### config.mk
export PLATFORM = sky130hd
export DESIGN_NAME = el_link_tx_arb_flat
export DESIGN_NICKNAME = d
export VERILOG_FILES = /design/src/rtl/el_link_tx_arb_if.sv /design/src/rtl/el_link_tx_arb.sv /design/src/flat_wrapper.sv
export SDC_FILE = /design/constraint.sdc
export NUM_CORES = 1
export LEC_CHECK = 0
export CAP_MARGIN = 20
export CORE_MARGIN = 1
export CORE_UTILIZATION = 45
export DETAILED_ROUTE_END_ITERATION = 8
export PLACE_DENSITY = 0.68
export SETUP_SLACK_MARGIN = 0.1
export SLEW_MARGIN = 10
export SYNTH_ARGS = -nofsm -noshare
export SYNTH_HDL_FRONTEND = slang
export SYNTH_SLANG_ARGS = --single-unit
export TNS_END_PERCENT = 1
### constraint.sdc
create_clock -name clk -period 2.7 [get_ports clk]
set_input_delay 0.54 -clock clk [delete_from_list [all_inputs] [get_ports clk]]
set_output_delay 0.54 -clock clk [all_outputs]
set_load 0.01 [all_outputs]
### src/rtl/el_link_tx_arb_if.sv
// Bundle of the host-side request/grant signals and the dual-rail link port
// shared between the el_link transmit arbiter (slave) and its environment (master).
interface el_link_tx_arb_if #(
    parameter int NUM_REQ    = 4,
    parameter int LINK_WIDTH = 2
);
    logic [NUM_REQ-1:0]            req;
    logic [NUM_REQ*LINK_WIDTH-1:0] req_data;
    logic [NUM_REQ-1:0]            grant;
    logic [NUM_REQ-1:0]            done;
    logic                          err;
    logic                          busy;
    logic [2*LINK_WIDTH-1:0]       link_data;
    logic                          link_ack;

    modport master (
        output req, req_data, link_ack,
        input  grant, done, err, busy, link_data
    );

    modport slave (
        input  req, req_data, link_ack,
        output grant, done, err, busy, link_data
    );
endinterface

### src/rtl/el_link_tx_arb.sv
// Round-robin scheduler that drives one dual-rail el_link input from NUM_REQ
// clocked requesters, running the four-phase RTZ handshake on a synchronized ack.
module el_link_tx_arb #(
    parameter int NUM_REQ     = 4,
    parameter int LINK_WIDTH  = 2,
    parameter int SYNC_STAGES = 2,
    parameter int TIMEOUT     = 255
) (
    input logic              clk,
    input logic              rst,
    el_link_tx_arb_if.slave  bus
);
    localparam int PTR_W = $clog2(NUM_REQ);
    localparam logic [15:0] TO = 16'(TIMEOUT);

    localparam logic [1:0] IDLE      = 2'd0;
    localparam logic [1:0] DATA_WAIT = 2'd1;
    localparam logic [1:0] NULL_WAIT = 2'd2;
    localparam logic [1:0] DONE_ST   = 2'd3;

    logic [1:0]              state;
    logic [PTR_W-1:0]        ptr;
    logic [NUM_REQ-1:0]      grant_r;
    logic [NUM_REQ-1:0]      done_r;
    logic                    err_r;
    logic [2*LINK_WIDTH-1:0] link_data_r;
    logic [15:0]             cnt;
    logic [SYNC_STAGES-1:0]  sync;
    logic                    ack_s;

    logic                    pick_valid;
    logic [PTR_W-1:0]        pick_idx;
    logic [PTR_W-1:0]        cand;
    logic [LINK_WIDTH-1:0]   sel_word;
    logic [2*LINK_WIDTH-1:0] code;

    // link_ack is asynchronous to clk; only the last stage is ever looked at
    always_ff @(posedge clk or posedge rst) begin
        if (rst) begin
            sync <= '0;
        end else begin
            sync <= {sync[SYNC_STAGES-2:0], bus.link_ack};
        end
    end

    assign ack_s = sync[SYNC_STAGES-1];

    always_comb begin
        pick_valid = 1'b0;
        pick_idx   = '0;
        cand       = '0;
        for (int off = 1; off <= NUM_REQ; off++) begin
            cand = PTR_W'((int'(ptr) + off) % NUM_REQ);
            if (!pick_valid && bus.req[cand]) begin
                pick_valid = 1'b1;
                pick_idx   = cand;
            end
        end
    end

    // Each data bit k becomes rail pair {b, ~b}: 10 for '1', 01 for '0'
    always_comb begin
        sel_word = '0;
        code     = '0;
        for (int i = 0; i < NUM_REQ; i++) begin
            if (PTR_W'(i) == pick_idx) begin
                sel_word = bus.req_data[i*LINK_WIDTH +: LINK_WIDTH];
            end
        end
        for (int k = 0; k < LINK_WIDTH; k++) begin
            code[2*k+1] = sel_word[k];
            code[2*k]   = ~sel_word[k];
        end
    end

    always_ff @(posedge clk or posedge rst) begin
        if (rst) begin
            state       <= IDLE;
            ptr         <= PTR_W'(NUM_REQ - 1);
            grant_r     <= '0;
            done_r      <= '0;
            err_r       <= 1'b0;
            link_data_r <= '0;
            cnt         <= '0;
        end else begin
            done_r <= '0;
            err_r  <= 1'b0;
            case (state)
                IDLE: begin
                    if (pick_valid && !ack_s) begin
                        grant_r     <= NUM_REQ'(1) << pick_idx;
                        link_data_r <= code;
                        ptr         <= pick_idx;
                        cnt         <= 16'd1;
                        state       <= DATA_WAIT;
                    end
                end
                DATA_WAIT: begin
                    if (ack_s) begin
                        link_data_r <= '0;
                        cnt         <= 16'd1;
                        state       <= NULL_WAIT;
                    end else if (cnt == TO) begin
                        err_r       <= 1'b1;
                        link_data_r <= '0;
                        cnt         <= 16'd1;
                        state       <= NULL_WAIT;
                    end else begin
                        cnt <= cnt + 16'd1;
                    end
                end
                NULL_WAIT: begin
                    // Data cannot be offered while ack is high, so a stuck ack only re-flags err
                    if (!ack_s) begin
                        done_r <= grant_r;
                        state  <= DONE_ST;
                    end else if (cnt == TO) begin
                        err_r <= 1'b1;
                        cnt   <= 16'd1;
                    end else begin
                        cnt <= cnt + 16'd1;
                    end
                end
                DONE_ST: begin
                    grant_r <= '0;
                    state   <= IDLE;
                end
                default: state <= IDLE;
            endcase
        end
    end

    assign bus.grant     = grant_r;
    assign bus.done      = done_r;
    assign bus.err       = err_r;
    assign bus.busy      = (state != IDLE);
    assign bus.link_data = link_data_r;
endmodule

### src/flat_wrapper.sv
// flat-port wrapper written by rule: the top's interface ports become plain ports
module el_link_tx_arb_flat 
#(
    parameter int NUM_REQ     = 4,
    parameter int LINK_WIDTH  = 2,
    parameter int SYNC_STAGES = 2,
    parameter int TIMEOUT     = 255
)
  (clk, rst, bus_req, bus_req_data, bus_link_ack, bus_grant, bus_done, bus_err, bus_busy, bus_link_data);
  el_link_tx_arb_if #(.NUM_REQ(NUM_REQ), .LINK_WIDTH(LINK_WIDTH)) bus_i ();
  input logic clk;
  input logic rst;
  input wire logic [$bits(bus_i.req)-1:0] bus_req;
  input wire logic [$bits(bus_i.req_data)-1:0] bus_req_data;
  input wire logic [$bits(bus_i.link_ack)-1:0] bus_link_ack;
  output wire logic [$bits(bus_i.grant)-1:0] bus_grant;
  output wire logic [$bits(bus_i.done)-1:0] bus_done;
  output wire logic [$bits(bus_i.err)-1:0] bus_err;
  output wire logic [$bits(bus_i.busy)-1:0] bus_busy;
  output wire logic [$bits(bus_i.link_data)-1:0] bus_link_data;
  assign bus_i.req = bus_req;
  assign bus_i.req_data = bus_req_data;
  assign bus_i.link_ack = bus_link_ack;
  assign bus_grant = bus_i.grant;
  assign bus_done = bus_i.done;
  assign bus_err = bus_i.err;
  assign bus_busy = bus_i.busy;
  assign bus_link_data = bus_i.link_data;
  el_link_tx_arb #(.NUM_REQ(NUM_REQ), .LINK_WIDTH(LINK_WIDTH), .SYNC_STAGES(SYNC_STAGES), .TIMEOUT(TIMEOUT)) u_core (.clk(clk), .rst(rst), .bus(bus_i));
endmodule
======== Word level (Yosys, flattened, before mapping) ========
Index checks and enable logic that the tools add are counted.
cells by class
  shifts and indexed selects .............. 1
  multiply operators ...................... 0
  equal/unequal tests ..................... 11
  divide/modulo/power cells ............... 0
  order comparisons ....................... 4
  multiplexer cells ....................... 42
  reduce and logical (&&, ||, !) cells .... 19
  add/subtract/negate cells ............... 5
  bitwise operators ....................... 2
operator list
  cell                     number
  $mux W16                 4
  $pmux W16 S3             1
  $mux W2                  12
  $mux W4                  6
  $add A16 B1 Y16 const B  1
  $eq A16 B8 Y1 const B    1
  $pmux W4 S2              2
  $lt A2 B3 Y1 const B     4
  $mux W1                  11
  $reduce_and A3 Y1        3
  $bmux W1 S2              4
  $pmux W2 S4              1
  $reduce_bool A2 Y1       3
  $add A2 B1 Y2 const B    2
  $add A2 B2 Y2 const B    2
  $eq A2 B2 Y1 const A     2
  $eq A2 B2 Y1 const B     2
  $logic_and A1 B1 Y1      4
  $logic_not A1 Y1         4
  $logic_not A2 Y1         2
  $ne A2 B1 Y1 const B     2
  $reduce_and A2 Y1        2
  $shl A1 B2 Y4 const A    1
  $ne A3 B1 Y1 const B     1
  6 further kinds          7
word-level totals
  memory bits (read-only) ................. 0
  RAM bits ................................ 0
  output and inout port bits .............. 14
  memories ................................ 0
  latch bits .............................. 0
  flip-flop bits (word level) ............. 35
  logic and storage cells ................. 92

======== Depth between registers and ports, before layout ========
  word-level depth ........................ 21
  gate-level depth with buffers ........... 9
  gate-level depth less buffers ........... 8

======== Worst setup path before layout ========
No wires, ideal clock.
  kind .................................... flip-flop to flip-flop
  start point ............................. register u_core.cnt[0]
  end point ............................... register u_core.link_data_r[2] (netlist: u_core.bus.link_data[2])
  stages on the path, launching flop included .. 9
  setup time .............................. 0.121 ns
  setup slack ............................. 0.671 ns
  data arrival time ....................... 1.908 ns
  required time ........................... 2.579 ns
  cell sequence ........................... dfrtp_1 > ha_1 > nand3_2 > or3_1 > buf_6 > o21ai_4 > o21ai_2 > or2_4 > a22o_1
between the ends
  cells in the longest elaborated chain, start to end .. 3
RTL lines
  what                                line                   text
  start: declaration                  el_link_tx_arb.sv:27   logic [15:0] cnt;
  start signal: assignment            el_link_tx_arb.sv:109  cnt <= cnt + 16'd1;
  start signal: assignment            el_link_tx_arb.sv:121  cnt <= cnt + 16'd1;
  $eq A16 B8 Y1                       el_link_tx_arb.sv:103  end else if (cnt == TO) begin
  $ne A3 B1 Y1 (no source line)       n/a
  $reduce_and A3 Y1 (no source line)  n/a
  end signal: assignment              el_link_tx_arb.sv:92   link_data_r <= code;
  end: declaration                    el_link_tx_arb.sv:26   logic [2*LINK_WIDTH-1:0] link_data_r;
No other way between the ends.
A chain may end at the register's enable or synchronous reset.

======== Worst setup path in the final report ========
  start point ............................. register u_core.state[0]
  end point ............................... output port bus_busy
between the ends
  cells in the longest elaborated chain, start to end .. 1
RTL lines
  what                      line                   text
  start: declaration        el_link_tx_arb.sv:21   logic [1:0] state;
  start signal: assignment  el_link_tx_arb.sv:78   state <= IDLE;
  start signal: assignment  el_link_tx_arb.sv:95   state <= DATA_WAIT;
  start signal: assignment  el_link_tx_arb.sv:102  state <= NULL_WAIT;
  $reduce_bool A2 Y1        el_link_tx_arb.sv:136  assign bus.busy = (state != IDLE);
  end: declaration          flat_wrapper.sv:19     output wire logic [$bits(bus_i.busy)-1:0] bus_busy;
No other way between the ends.

==> run_results.csv <==
group,metric,value,unit
status,status,"finished, final reports clean",
layout,register_area,878,µm²
placed_design,io_buffers,28,
clock_tree,cts_sinks,35,
power_and_ir_drop,vdd_drop_max,0.460,mV
timing,fin_crit_sh,0.891,
synthesis,yosysUniqueCellTypes,50,
layout,utilization,0.589,
global_route,grt_antenna_before_repair,0,
worst_setup_path,worstPathArrival,1.86,ns
synthesis,synth_warnings,0,
layout,multi_input_area,973,µm²
timing,setup_viol,0,
global_route,gr-total-overflow,0,
timing,relSlewSlack,0.663,
power_and_ir_drop,p_leak,1.04,nW
clock_tree,ctsHoldBuffers,0,
route,avgRoutedWirePerCell,14.3,µm
floorplanning,core,0.00406,mm²
timing,whs,0.351,ns
layout,layout.nets,263,
floorplanning,dieArea,0.00456,mm²
synthesis,syn_nets,231,
placed_design,gp_congestion,0.775,
clock_tree,cts_buffer_depth,2,
floorplanning,die_height,67.5,µm
route,drc_errors,0,
worst_setup_path,crit_path_start_kind,"flip-flop",
synthesis,synth-edff-count,0,
layout,drive_above_1_share,0.119,
worst_setup_path,required,2.16,ns
run,maxCapViolations,0,
layout,nFillCells,371,
clock_tree,clk_latency,0.29,ns
clock_tree,postCtsSetupRepairBufs,0,
synthesis,synth-seq-cells,35,
timing,maxSlewViolCount,0,
global_route,grt_pass1_wl,7270,µm
global_route,grt_max_degree,36,
floorplanning,pin_count,29,
timing,rsz0062_at_grt,"false",
layout,area_growth_syn_to_layout,23.7,%
clock_tree,numCtsBuffers,5,
synthesis,ys.flop_type,"dfrtp_1",
synthesis,synth_top_area_frac,0.427,
power_and_ir_drop,power,2.24,mW
worst_setup_path,cp-end-kind,"primary output",
synthesis,seq_area_frac_synth,0.454,
timing,worstMarginPinSlew,0.501,ns
timing,final.setup.tns,0,ns
placed_design,placed_area,0.00227,mm²
synthesis,syn-instance-count,211,
synthesis,syn_area,0.00193,mm²
timing,layout_min_cycle_time,2.40,ns
clock_tree,cts_tree,"built",
synthesis,synthArstFlopShare,1.00,
min_path,hold_class,"reg2reg",
layout,fin_area,0.00239,mm²
route,drt-initial-drc-count,124,
timing,clock_skew,0.00799,ns
worst_setup_path,crit_fanout,7,
synthesis,synth.avg_cell_area,9.16,µm²
placed_design,place_hpwl,3000,µm
timing,fmax,416,MHz
route,firstDrtPassIters,4,
timing,hold_viol_final,0,
layout,diodes,0,
route,vias,1658,
global_route,grt_usage,0.216,
floorplanning,die_w,67.5,µm
clock_tree,path_clk_slew,0.07,ns
clock_tree,cts_root_buf,"clkbuf_8",
synthesis,synth.most_common_cell,"dfrtp_1",
floorplanning,rows,23,
worst_setup_path,critPathKind,"reg2out",
clock_tree,htree_levels,2,
power_and_ir_drop,p_per_area,937,mW/mm²
global_route,grt_pass1_vias,1517,
route,wl,4200,µm
synthesis,synth_common_cells,"dfrtp_1 (33), o21ai_0 (30), nand2_1 (23)",
route,drt-vias-per-instance,5.64,
floorplanning,start_util,0.476,
clock_tree,post_cts_resized,0,
synthesis,yosys.area.top_type,"dfrtp_1",
synthesis,synth.area.top_cells,"dfrtp_1 (43%), o21ai_0 (7.8%), nand2_1 (4.5%)",
route,ant_nets,0,
-- sequential cells by signal, indices dropped and copies added (netlist names) --
signal and count:
u_core.bus.link_data 4, u_core.bus.grant 4, u_core.bus.done 4, u_core.bus.err 1, u_core.cnt 16, u_core.sync 2, u_core.ptr 2, u_core.state 2
-- where the power goes --
| part | internal [mW] | switching, mW |
|---|---|---|
| clock | 0.304 | 0.200 |
| sequential | 0.632 | 0.0907 |
| combinational | 0.455 | 0.560 |
| total | 1.39 | 0.851 |
-- worst paths after layout --
path | start | end | slack (ns) | cells past startpoint
worst min register to register | u_core.sync[0] | u_core.sync[1] | 0.35 | 0
max in group asynchronous | rst | u_core.ptr[1] | 1.71 | 3
worst max register to register | u_core.cnt[0] | u_core.bus.link_data[2] | 0.45 | 7
worst min-delay path | u_core.sync[0] | u_core.sync[1] | 0.35 | 0
min in group asynchronous | rst | u_core.cnt[13] | 0.64 | 3
worst max-delay path | u_core.state[0] | bus_busy | 0.30 | 4
-- cell usage in the layout, fill, tap and decap left out, types with 3 or more instances in the layout --
master / n
dfrtp_1: 33
o21ai_0: 30
clkdlybuf4s50_1: 28
nand2_1: 23
nor2_1: 17
inv_1: 10
a21oi_1: 8
mux2i_1: 6
a31oi_1: 6
clkbuf_8: 6
nor3_1: 5
ha_1: 5
buf_4: 5
nor4_1: 4
nand4_1: 4
o21ai_1: 4
o31ai_1: 4
and2_1: 4
nand3_1: 3
mux2_2: 3
-- stage by stage --
| stage | setup slack, ns | instances |
|---|---|---|
| floorplan | 0.671 | 211 |
| global placement | 0.212 | 286 |
| detailed placement | 0.132 | 286 |
| CTS | 0.265 | 294 |
| global route | 0.175 | 294 |
| finish | 0.295 | 294 |
-- worst max-delay path, cell delays in order, from the launching register on --
cell and delay [ns]:
dfrtp_1 0.40, inv_1 0.08, ha_1 0.29, inv_1 0.23
clkdlybuf4s50_1 0.58
-- layout make-up --
class,count,share of cell area
well taps,50,0.0262
multi-input cells,158,0.407
repair buffers,33,0.133
clock inverters,2,0.0162
inverters,10,0.0157
clock buffers,6,0.0345
flip-flops and latches,35,0.367
-- logic make-up (layout without fill, tap and decap cells) --
kind of cell,Yosys count,in the layout,synth area share
fa+ha+maj,5,5,0.0324
buf+inv,18,51,0.0421
mux,9,9,0.0485
simple gates,76,76,0.199
compound gates,68,68,0.223
flops,35,35,0.454
-- per-layer routing --
layer | wire length [µm] | track usage | part of all wire | vias up
met3 | 152 | 0.0456 | 0.036 | 7
met5 | 0 | 0 | 0 | -
li1 | - | - | - | 824
met4 | 62 | 0.0798 | 0.015 | 0
met1 | 2200 | 0.320 | 0.52 | 797
met2 | 1780 | 0.307 | 0.42 | 30
Note: power is estimated with default switching activity, not from simulation.
